<file path="src/rtl/gcd_pkg.sv">
// Shared types for the GCD engine.
// FSM state encoding and per-transaction algorithm select.
package gcd_pkg;

  typedef enum logic [1:0] {
    S_IDLE   = 2'd0,
    S_CHECK  = 2'd1,
    S_REDUCE = 2'd2,
    S_DONE   = 2'd3
  } gcd_state_t;

  typedef enum logic {
    GCD_SUB = 1'b0,
    GCD_BIN = 1'b1
  } gcd_mode_t;

endpackage

</file>
<file path="src/rtl/gcd_step.sv">
// One GCD reduction step, subtractive or binary.
// Purely combinational; the caller decides when to commit it.
module gcd_step
  import gcd_pkg::*;
#(
  parameter int WIDTH = 16,
  parameter int KW    = $clog2(WIDTH+1)
) (
  input  logic [WIDTH-1:0] x,
  input  logic [WIDTH-1:0] y,
  input  logic [KW-1:0]    k,
  input  gcd_mode_t        mode,
  output logic [WIDTH-1:0] x_nxt,
  output logic [WIDTH-1:0] y_nxt,
  output logic [KW-1:0]    k_nxt,
  output logic             eq,
  output logic             step_taken
);

  logic [WIDTH-1:0] d_xy;
  logic [WIDTH-1:0] d_yx;
  logic             gt;

  assign d_xy = x - y;
  assign d_yx = y - x;
  assign gt   = x > y;

  always_comb begin
    x_nxt      = x;
    y_nxt      = y;
    k_nxt      = k;
    eq         = (x == y);
    step_taken = (x != y);
    if (!eq) begin
      if (mode == GCD_SUB) begin
        if (gt) x_nxt = d_xy;
        else    y_nxt = d_yx;
      end else begin
        // Arms are mutually exclusive on the operand LSBs.
        unique case (1'b1)
          (!x[0] && !y[0]): begin
            x_nxt = x >> 1;
            y_nxt = y >> 1;
            k_nxt = k + KW'(1);
          end
          (!x[0] && y[0]): x_nxt = x >> 1;
          (x[0] && !y[0]): y_nxt = y >> 1;
          (x[0] && y[0] && gt): x_nxt = d_xy >> 1;
          default: y_nxt = d_yx >> 1;
        endcase
      end
    end
  end

endmodule

</file>
<file path="src/rtl/gcd_unit.sv">
// GCD engine: handshake FSM, operand registers, iteration counter.
// One gcd_step reduction is committed per cycle in S_REDUCE.
module gcd_unit
  import gcd_pkg::*;
#(
  parameter int WIDTH  = 16,
  parameter int ITER_W = 16
) (
  input  logic              clk,
  input  logic              rst,
  input  logic              in_valid,
  output logic              in_ready,
  input  logic [WIDTH-1:0]  a_in,
  input  logic [WIDTH-1:0]  b_in,
  input  logic              mode,
  output logic              out_valid,
  input  logic              out_ready,
  output logic [WIDTH-1:0]  result,
  output logic [ITER_W-1:0] iters,
  output logic              busy
);

  localparam int KW = $clog2(WIDTH+1);

  gcd_state_t       state_q;
  gcd_state_t       state_d;
  logic [WIDTH-1:0] x_q;
  logic [WIDTH-1:0] y_q;
  logic [KW-1:0]    k_q;
  gcd_mode_t        mode_q;
  logic [WIDTH-1:0] x_nxt;
  logic [WIDTH-1:0] y_nxt;
  logic [KW-1:0]    k_nxt;
  logic             eq;
  logic             step_taken;

  gcd_step #(
    .WIDTH(WIDTH),
    .KW   (KW)
  ) u_step (
    .x         (x_q),
    .y         (y_q),
    .k         (k_q),
    .mode      (mode_q),
    .x_nxt     (x_nxt),
    .y_nxt     (y_nxt),
    .k_nxt     (k_nxt),
    .eq        (eq),
    .step_taken(step_taken)
  );

  assign in_ready  = (state_q == S_IDLE);
  assign out_valid = (state_q == S_DONE);
  assign busy      = (state_q == S_CHECK) ||
                     (state_q == S_REDUCE);

  always_ff @(posedge clk or negedge rst) begin
    if (!rst) state_q <= S_IDLE;
    else      state_q <= state_d;
  end

  always_comb begin
    state_d = state_q;
    unique case (state_q)
      S_IDLE:   if (in_valid) state_d = S_CHECK;
      S_CHECK: begin
        if (x_q == '0 || y_q == '0) state_d = S_DONE;
        else                        state_d = S_REDUCE;
      end
      S_REDUCE: if (eq) state_d = S_DONE;
      S_DONE:   if (out_ready) state_d = S_IDLE;
      default:  state_d = S_IDLE;
    endcase
  end

  always_ff @(posedge clk or negedge rst) begin
    if (!rst) begin
      x_q    <= '0;
      y_q    <= '0;
      k_q    <= '0;
      mode_q <= GCD_SUB;
      iters  <= '0;
      result <= '0;
    end else begin
      unique case (state_q)
        S_IDLE: begin
          if (in_valid) begin
            x_q    <= a_in;
            y_q    <= b_in;
            k_q    <= '0;
            mode_q <= gcd_mode_t'(mode);
            iters  <= '0;
          end
        end
        S_CHECK: begin
          if (x_q == '0)      result <= y_q;
          else if (y_q == '0) result <= x_q;
        end
        S_REDUCE: begin
          if (eq) begin
            result <= x_q << k_q;
          end else if (step_taken) begin
            x_q <= x_nxt;
            y_q <= y_nxt;
            k_q <= k_nxt;
            if (iters != '1) iters <= iters + ITER_W'(1);
          end
        end
        default: ;
      endcase
    end
  end

endmodule

</file>
<file path="config.mk">
export PLATFORM = sky130hd
export DESIGN_NAME = gcd_unit
export DESIGN_NICKNAME = d
export VERILOG_FILES = /design/src/rtl/gcd_pkg.sv /design/src/rtl/gcd_step.sv /design/src/rtl/gcd_unit.sv
export SDC_FILE = /design/constraint.sdc
export NUM_CORES = 1
export LEC_CHECK = 0
export BUFFER_PORTS_ARGS = -buffer_cell sky130_fd_sc_hd__buf_2
export CELL_PAD_IN_SITES_DETAIL_PLACEMENT = 1
export CELL_PAD_IN_SITES_GLOBAL_PLACEMENT = 1
export CORE_MARGIN = 3
export CORE_UTILIZATION = 35
export DETAILED_ROUTE_END_ITERATION = 8
export PLACE_DENSITY = 0.8
export REMOVE_ABC_BUFFERS = 1
export SETUP_SLACK_MARGIN = 0.4
export SLEW_MARGIN = 30
export SYNTH_ARGS = -nofsm -noshare
export SYNTH_HDL_FRONTEND = slang
export SYNTH_SLANG_ARGS = --single-unit
</file>
<file path="constraint.sdc">
create_clock -name clk -period 3 [get_ports clk]
set_input_delay 0.6 -clock clk [delete_from_list [all_inputs] [get_ports clk]]
set_output_delay 0.6 -clock clk [all_outputs]
set_load 0.05 [all_outputs]
</file>
# Yosys cells after proc, flatten, opt, wreduce, memory -nomap -nowiden
# Index checks and enable logic that the tools add are counted.
# word_totals
reg_bits	72
wordCells	90
# op_classes
n_addsub	4
order_cmp	1
eq_ne	19
shifts	1
mux	34
reduce_logical	24
# ops
cell	n
16-bit 2-to-1 mux	17
16-bit one-hot mux with 2 select lines	6
16-bit zero test	2
16-bit subtractor	2
5-bit 2-to-1 mux	5
6-bit AND reduction	3
16-bit by 1-bit adder with 16-bit output (second input constant)	1
16-bit equality test	1
16-bit greater-than comparator	1
16-bit inequality test	1
16-bit inequality test (second input constant)	1
16-bit by 5-bit left shift with 16-bit output	1
2-bit inequality test (second input constant)	5
5-bit one-hot mux with 2 select lines	1
2-bit one-hot mux with 4 select lines	1
2-bit 2-to-1 mux	3
2-bit by 1-bit inequality test with 1-bit output (second input constant)	3
3-bit inequality test (second input constant)	2
3-bit AND reduction	2
2-bit OR reduction	3
5-bit by 1-bit adder with 5-bit output (second input constant)	1
1-bit logical AND	5
5-bit AND reduction	1
2-bit equality test (second input constant)	2
10 further kinds	13

# Longest topological paths before layout
# Gate-level depths: netlist of the first run.
# depth
word_depth	8
mapped_depth	12

# Modules after synthesis
# From an unflattened synthesis of the first run, not the netlist that was laid out.
# hier_totals
cells_unflattened	911
area_unflattened_um2	7304.5
# modules_own_cells
mod	n_inst	cells_each	area_per_inst_um2	seq_area_each_um2
gcd_unit	1	437	4272.8	1801.7
gcd_step	1	474	3031.7	0.0

# Worst setup path after synthesis of the first run
# OpenSTA, ideal clock, no wires.
# synth_path
path_kind	register to register
startpoint	register x_q[0]
endpoint	register y_q[6]
setup_time_ns	0.132
arrival_ns	2.801
slack_ns	0.067
stages_incl_launch_ff	13
path_buffers	2
synth_period_minus_slack_ns	2.933
path_cell_list	dfrtp_1 inv_1 ha_1 fa_1 nand2b_1 a211oi_2 o31ai_2 o31a_1 buf_2 o31a_1 buf_4 o211ai_1 o22ai_1
# synth_between
elab_chain_cells	8
# synth_rtl
element	line	text
start, declared	gcd_unit.sv:27	logic [WIDTH-1:0] x_q;
start signal, assigned	gcd_unit.sv:88	x_q <= a_in;
start signal, assigned	gcd_unit.sv:103	x_q <= x_nxt;
16-bit greater-than comparator, or another cell as far along	gcd_step.sv:26	assign gt = x > y;
1-bit logical AND (on tied branches)	gcd_step.sv:48, gcd_step.sv:41, gcd_step.sv:46	
2-bit OR reduction (no line)	-	
16-bit one-hot mux with 2 select lines	gcd_step.sv:40	unique case (1'b1)
16-bit 2-to-1 mux	gcd_step.sv:35	if (mode == GCD_SUB) begin
16-bit 2-to-1 mux	gcd_unit.sv:102	end else if (step_taken) begin
16-bit 2-to-1 mux	gcd_unit.sv:100	if (eq) begin
16-bit one-hot mux with 2 select lines	gcd_unit.sv:85	unique case (state_q)
end signal, assigned	gcd_unit.sv:89	y_q <= b_in;
end signal, assigned	gcd_unit.sv:104	y_q <= y_nxt;
end, declared	gcd_unit.sv:28	logic [WIDTH-1:0] y_q;
# Several ways; a longest one is shown, not always the timed one. The select of a mux whose other input is x is not followed.
# A chain may end at the register's enable or synchronous reset.

# Worst setup path after layout of the first run
# layout_path
startpoint	register y_q[0]
endpoint	register x_q[13]
# layout_between
elab_chain_cells	8
# layout_rtl
element
parallel branches: the longest is 8 deep, another holds 16-bit greater-than comparator
# Several ways; the timed one is not identified. The select of a mux whose other input is x is not followed.

==> results.toml, run 1 <==
[floorplanning]
die_height_um = 144
initial_core_util = 0.363
rows = 49
die_x_um = 144
die_area_um2 = 20700
pin_count = 72
core_um2 = 18300

[timing]
clock-skew-final_ns = 0.00722
setup_tns_ns = 0
setup_viol = 0
min_period_ns = 2.81
rsz0062_at_grt = "true"
slew_violations = 0
post-route-period-util = 0.937
fmax_mhz = 356
hold_viol = 0
tightest_slew_ns = 0.610
slew_headroom = 0.590

[detailed_routing]
wl_um = 29200
route.antenna.remaining_nets = 0
first_iter_violations = 784
drt_pass1_iterations = 7
drc = 0
viasPerCell = 6.33
vias = 7786
avgRoutedWirePerCell_um = 23.8

[grt]
grt.total_usage = 0.272
grt-ovfl-total = 0
grt_max_degree = 40
grt_antenna_before_repair = 0
grt_pass1_vias = 7879
grt_pass1_wl_um = 44100

[cts]
clk_pin_slew_ns = 0.06
root_buffer = "clkbuf_16"
cts_buffers = 9
clock_sinks = 72
cts.path.max_buffers = 2
cts.hold.buffers_added = 0
clock_latency_ns = 0.36
cts_tree = "built"
cts-htree-levels = 3

[critical_path]
crit_path_end_kind = "flip-flop"
cp_max_fo = 6
path_class = "flip-flop to flip-flop"
critPathRequiredTime_ns = 3.23
cp_data_arrival_time_ns = 3.04
start_kind = "flip-flop"

[layout]
final_cell_mix = "buf_4, nand2_1, nor2_1"
nets = 1074
final_common_cell = "buf_4"
multi_input_comb_area_um2 = 4970
synthToLayoutAreaGrowth_pct = 32.4
num_antenna_cells = 0
ff_latch_area_um2 = 1810
fillers = 2205
drive_gt1_frac = 0.306

[synth]
seq_area_frac_synth = 0.270
syn_avg_cell_area_um2 = 7.77
ys.warnings.count = 0
netlist_instances = 858
ys_types = 78
ys_seq_elements = 72
async_flop_share = 1.00
ys.flop_type = "dfrtp_1"
synth_edf_count = 0
syn-cell-area_um2 = 6660

[placement]
hpwl_um = 19900
numPortBuffers = 71
gp_congestion = 0.942

[run_status]
status = "finished, final reports clean"

[min_path]
hp-class = "primary input to async pin"

[flow_run]
maxCapViolCount = 0
## synthesized netlist by cell type (all sizes together) (5+ instances only)
library cell / n / area, µm²
or3: 5 / 31.3
nor4: 12 / 81.3
o21a: 12 / 90.1
o31a: 7 / 61.3
o211ai: 14 / 105
nand4: 8 / 50.1
a211oi: 11 / 87.6
xor2: 9 / 78.8
buf: 22 / 123
xnor2: 14 / 123
o22ai: 12 / 75.1
o31ai: 8 / 78.8
a221oi: 5 / 43.8
a21o: 10 / 75.1
nor2: 86 / 323
ha: 39 / 488
a22oi: 8 / 60.1
a21oi: 68 / 340
mux2: 11 / 124
mux2i: 26 / 260
nand2: 82 / 308
inv: 45 / 169
nor3: 22 / 110
clkbuf: 33 / 124
nand2b: 7 / 43.8
nand3: 23 / 115
a31oi: 22 / 138
o22a: 5 / 43.8
o311ai: 6 / 52.6
dfrtp: 72 / 1800
and3: 6 / 37.5
nor2b: 11 / 68.8
o21ai: 74 / 370
## cell type report
class	count	area share
clock buffers	10	0.0271
clock inverters	6	0.00511
inverters	47	0.0204
multi-input cells	684	0.564
flip-flops and latches	72	0.205
well taps	229	0.0325
repair buffers	182	0.147
## path summary, 6_finish.rpt
check / startpoint / endpoint / slack, ns / cells after the start
max: y_q[0] / x_q[13] / 0.19 / 9
min: rst / y_q[12] / 0.26 / 1
max reg2reg: y_q[0] / x_q[13] / 0.19 / 9
min reg2reg: result[13] / result[13] / 0.48 / 2
max in group asynchronous: rst / x_q[1] / 2.10 / 2
min in group clk: result[13] / result[13] / 0.48 / 2
## stage by stage
| step | worst slack, ns | utilization | hold WS (ns) | std cells | area (µm²) |
|---|---|---|---|---|---|
| 6_report | 0.190 | 0.481 | 0.257 | 1230 | 8820 |
| 3_5_place_dp | -0.0248 | 0.419 | 0.466 | 1182 | 7680 |
| 5_1_grt | 0.156 | 0.481 | 0.301 | 1230 | 8820 |
| 3_3_place_gp | 0.132 | 0.419 | 0.460 | 1182 | 7680 |
| 4_1_cts | 0.291 | 0.459 | 0.278 | 1219 | 8410 |
| 2_1_floorplan | -0.762 | - | 0.304 | 803 | 6420 |
## state kept, by name (all words and copies together) (netlist names)
signal / flops
iters: 16
y_q: 16
x_q: 16
k_q: 5
mode_q: 1
state_q: 2
result: 16
## cells by family (layout without fill, tap and decap cells)
kind of cell / count (synthesis) / count (layout) / synth area share
buffers and inverters: 102 / 245 / 0.0635
and+or+nand+nor: 280 / 280 / 0.197
xor gates and xnor gates: 23 / 23 / 0.0302
AOI/OAI and AO/OA: 302 / 302 / 0.299
DFF: 72 / 72 / 0.270
adders and majority gates: 41 / 41 / 0.0792
muxes: 38 / 38 / 0.0610
## metal layers
layer	up-vias	track usage	routed length, µm
li1	3439	-	-
met1	3839	0.349	12100
met2	407	0.439	13500
met3	101	0.0562	2190
met4	0	0.126	1430
met5	-	0	0
## worst max-delay path, stage by stage (launching register included)
cell and delay, ns:
dfrtp_1 0.43, ha_4 0.19, fa_2 0.35, nand2b_4 0.17, a211oi_4 0.30, o31ai_4 0.12, o31ai_4 0.41, a21oi_4 0.16
a22o_1 0.24, o32a_1 0.30
## timing repair
action                                 4_1_cts  5_1_grt
cloned                                       3        2
gates resized for setup                     72       55
setup endpoints to repair                   50       57
pin swaps                                   21       14
setup buffers                               18        9
endpoints found under the hold margin        0        0
Power of run 1 is left out: the tool's default activity adds up to more than one toggle a clock period on the data nets, which glitch-free logic cannot reach.
==> inputs of run 2 (changes only) <==
--- a/config.mk
+++ b/config.mk
@@ -6,12 +6,14 @@
 export NUM_CORES = 1
 export LEC_CHECK = 0
 export BUFFER_PORTS_ARGS = -buffer_cell sky130_fd_sc_hd__buf_2
+export CAP_MARGIN = 15
 export CELL_PAD_IN_SITES_DETAIL_PLACEMENT = 1
 export CELL_PAD_IN_SITES_GLOBAL_PLACEMENT = 1
 export CORE_MARGIN = 3
 export CORE_UTILIZATION = 35
+export CTS_CLUSTER_SIZE = 24
 export DETAILED_ROUTE_END_ITERATION = 8
-export PLACE_DENSITY = 0.8
+export PLACE_DENSITY = 0.79
 export REMOVE_ABC_BUFFERS = 1
 export SETUP_SLACK_MARGIN = 0.4
 export SLEW_MARGIN = 30
==> results.toml, run 2 (synthesized netlist as in run 1, its figures left out) <==
[timing]
slew_violations = 0
setup_slack_ns = 0.0766
rsz0062_at_grt = "true"
hold-worst-slack_ns = 0.231
fmax_mhz = 342
post-route-period-util = 0.974
min_period_ns = 2.92
hold_viol = 0
setup_viol = 0
tightest_slew_ns = 0.610
clock-skew-final_ns = 0.0149
slew_headroom = 0.590

[layout]
final_cell_mix = "buf_4, nand2_1, nor2_1"
stdcell_area_um2 = 8960
final_cell_count_no_fill = 1235
num_antenna_cells = 0
nets = 1079
synthToLayoutAreaGrowth_pct = 34.5
drive_gt1_frac = 0.311
final_common_cell = "buf_4"

[grt]
grt_pass1_wl_um = 40700
grt_antenna_before_repair = 0
grt.total_usage = 0.250
grt_pass1_vias = 7438
grt-ovfl-total = 0
grt_max_degree = 73

[floorplanning]
rows = 49
core_um2 = 18300
initial_core_util = 0.363
die_height_um = 144
die_area_um2 = 20700
pin_count = 72
die_x_um = 144

[cts]
cts.path.max_buffers = 2
cts_tree = "built"
root_buffer = "clkbuf_16"
cts.hold.buffers_added = 0
cts_buffers = 9
clock_latency_ns = 0.36
clk_pin_slew_ns = 0.07
cts-htree-levels = 3
clock_sinks = 72

[detailed_routing]
vias = 7872
wl_um = 30600
viasPerCell = 6.37
avgRoutedWirePerCell_um = 24.8
drt_pass1_iterations = 5
first_iter_violations = 819
route.antenna.remaining_nets = 0
drc = 0

[critical_path]
start_kind = "flip-flop"
path_class = "flip-flop to flip-flop"
rrSetupSlack_ns = 0.08
cp_data_arrival_time_ns = 3.15
r2r_end = "x_q[6]"
rr_startpoint = "y_q[1]"
crit_path_end_kind = "flip-flop"
cp_max_fo = 5
critPathRequiredTime_ns = 3.23
rr_worst_depth = 11

[placement]
hpwl_um = 19700
pre_cts_ws_ns = 0.0765
gp_congestion = 0.928
numPortBuffers = 71
dp.cells = 1184
placed_cell_area_um2 = 7700

[min_path]
hp-class = "primary input to async pin"

[flow_run]
maxCapViolCount = 0

[run_status]
status = "finished, final reports clean"
[run 2: cell count changes in the layout (fill, tap and decap cells not counted), sizes merged]
cell	change
bufinv	+2
clkinv	-2
inv	+1
buf	+4
[run 2: worst max-delay path by stage]
stage          cells after the start       to       start  slack (ns)
2_1_floorplan                      7  x_q[13]  state_q[0]       -0.76
3_3_place_gp                      11  x_q[13]      x_q[0]        0.14
3_5_place_dp                      11  x_q[14]      x_q[0]        0.08
4_1_cts                           11  y_q[10]     y_q[10]        0.32
5_1_grt                           12   x_q[2]      y_q[1]        0.02
6_report                          11   x_q[6]      y_q[1]        0.08
[run 2: through the flow]
stage               setup TNS (ns)  utilization
floorplan                   -13.82            -
global placement                 0        0.420
detailed placement               0        0.420
CTS                              0        0.449
global route                     0        0.489
finish                           0        0.489
[run 2: final cells by class]
type / instances / area [µm²]
multi-input combinational: 684 / 5020
clock inverter: 7 / 95.1
tap: 229 / 287
inverter: 47 / 176
clock buffer: 9 / 225
fill: 2190 / 9370
sequential: 72 / 1800
timing repair buffer: 187 / 1350
[run 2: what timing repair did]
| action | CTS | global route |
|---|---|---|
| gates cloned | 0 | 5 |
| resized for setup | 45 | 99 |
| setup endpoints to repair | 41 | 59 |
| setup buffers | 5 | 25 |
| hold endpoints to repair | 0 | 0 |
| pin swaps | 16 | 36 |
[run 2: routing by layer]
| metal | global-route usage | vias to the layer above | share of wire |
|---|---|---|---|
| met3 | 0.0397 | 115 | 0.066 |
| li1 | - | 3445 | - |
| met5 | 0 | - | 0 |
| met4 | 0.0976 | 0 | 0.057 |
| met2 | 0.402 | 441 | 0.47 |
| met1 | 0.336 | 3871 | 0.40 |
[run 2: worst max-delay path, stage by stage, from the launching register on]
cell      delay, ns
dfrtp_2        0.44
buf_4          0.17
fa_2           0.38
nand2b_4       0.17
a211oi_4       0.28
o31ai_4        0.10
o31a_1         0.29
buf_4          0.15
buf_6          0.14
nor4b_4        0.23
o21ai_1        0.09
a31oi_1        0.35
Power of run 2 is left out for the same reason.
==> inputs of run 3 (changes only) <==
--- a/config.mk
+++ b/config.mk
@@ -7,13 +7,12 @@
 export LEC_CHECK = 0
 export BUFFER_PORTS_ARGS = -buffer_cell sky130_fd_sc_hd__buf_2
 export CAP_MARGIN = 15
-export CELL_PAD_IN_SITES_DETAIL_PLACEMENT = 1
-export CELL_PAD_IN_SITES_GLOBAL_PLACEMENT = 1
+export CORE_ASPECT_RATIO = 1.25
 export CORE_MARGIN = 3
-export CORE_UTILIZATION = 35
+export CORE_UTILIZATION = 45
 export CTS_CLUSTER_SIZE = 24
 export DETAILED_ROUTE_END_ITERATION = 8
-export PLACE_DENSITY = 0.79
+export PLACE_DENSITY = 0.76
 export REMOVE_ABC_BUFFERS = 1
 export SETUP_SLACK_MARGIN = 0.4
 export SLEW_MARGIN = 30
==> results.toml, run 3 (synthesized netlist as in run 1, its figures left out) <==
[layout]
nets = 1076
synthToLayoutAreaGrowth_pct = 32.5
final_common_cell = "buf_4"
ff_latch_area_um2 = 1810
drive_gt1_frac = 0.308
fillers = 1244
multi_input_comb_area_um2 = 4950
num_antenna_cells = 0
final_cell_mix = "buf_4, nand2_1, nor2_1"

[critical_path]
timing.critical_path.from = "y_q[6]"
cp_data_arrival_time_ns = 2.97
critPathRequiredTime_ns = 3.24
path_class = "flip-flop to flip-flop"
cp_max_fo = 12
rr_startpoint = "y_q[6]"
start_kind = "flip-flop"
crit_path_end_kind = "flip-flop"

[cts]
cts_tree = "built"
cts.path.max_buffers = 2
clk_pin_slew_ns = 0.07
root_buffer = "clkbuf_16"
cts-htree-levels = 3
cts.hold.buffers_added = 0
cts_buffers = 9
clock_latency_ns = 0.36
clock_sinks = 72

[detailed_routing]
vias = 7500
avgRoutedWirePerCell_um = 20.8
first_iter_violations = 851
drc = 0
drt_pass1_iterations = 6
wl_um = 24500
route.antenna.remaining_nets = 0
viasPerCell = 6.35

[floorplanning]
die_area_um2 = 16300
rows = 49
die_height_um = 142
initial_core_util = 0.460
core_um2 = 14500
pin_count = 72
die_x_um = 115

[timing]
setup_slack_ns = 0.272
fmax_mhz = 367
min_period_ns = 2.73
slew_headroom = 0.540
slew_violations = 0
setup_viol = 0
tightest_slew_ns = 0.690
clock-skew-final_ns = 0.00917
rsz0062_at_grt = "true"
post-route-period-util = 0.909
hold_viol = 0

[grt]
grt_pass1_wl_um = 36800
grt-ovfl-total = 0
grt_pass1_vias = 6971
grt_antenna_before_repair = 0
grt.total_usage = 0.284
grt_max_degree = 73

[placement]
gp_congestion = 1.03
hpwl_um = 17000
pre_cts_ws_ns = 0.0320
numPortBuffers = 71

[flow_run]
maxCapViolCount = 0

[run_status]
status = "finished, final reports clean"

[min_path]
hp-class = "primary input to async pin"
## run 3: changes by cell type in the layout (fill, tap and decap cells not counted), sizes merged
cell / change
bufinv: -1
clkbuf: -3
clkinv: -3
clkinvlp: +1
inv: +3
## run 3: per-stage QoR
step | TNS (ns) | hold slack [ns] | utilization | instance area (µm²) | cells
finish | 0 | 0.268 | 0.610 | 8830 | 1181
global route | 0 | 0.331 | 0.610 | 8830 | 1181
CTS | 0 | 0.430 | 0.576 | 8340 | 1163
detailed placement | 0 | 0.465 | 0.524 | 7580 | 1127
global placement | 0 | 0.456 | 0.524 | 7580 | 1127
floorplan | -13.82 | 0.304 | - | 6420 | 803
## run 3: critical path, stage by stage (launching register included)
cell and delay [ns]:
dfrtp_1 0.38, inv_1 0.11, ha_2 0.35, and3_1 0.26
and2_4 0.17, a41o_1 0.25, buf_4 0.21, a21oi_1 0.13
o31a_1 0.17, buf_6 0.14, buf_12 0.14, mux2i_2 0.22
o21ai_2 0.07
## run 3: worst paths after layout
check	endpoint	slack (ns)	depth (start not counted)
setup reg to reg	y_q[10]	0.27	12
hold / removal	iters[5]	0.27	1
hold reg to reg	result[5]	0.47	2
setup / recovery	y_q[10]	0.27	12
max in group asynchronous	x_q[7]	2.22	1
min in group clk	result[5]	0.47	2
## run 3: final cells by class
cell class,count,area share
tap,178,0.0252
clock inverter,7,0.00992
clock buffer,9,0.0255
inverter,47,0.0200
multi-input combinational,684,0.561
sequential,72,0.205
timing repair buffer,184,0.153
## run 3: layer usage
layer / track usage / routed length, µm / part of all wire / vias to the layer above
li1: - / - / - / 3448
met1: 0.363 / 9720 / 0.40 / 3568
met2: 0.481 / 11800 / 0.48 / 377
met3: 0.0362 / 1640 / 0.067 / 107
met4: 0.124 / 1300 / 0.053 / 0
met5: 0 / 0 / 0 / -
## run 3: repair_timing
action,CTS,global route
setup buffers,17,16
gates resized for setup,58,80
gates cloned,3,2
endpoints found under the setup margin,40,53
pin swaps,16,23
Power of run 3 is left out for the same reason.
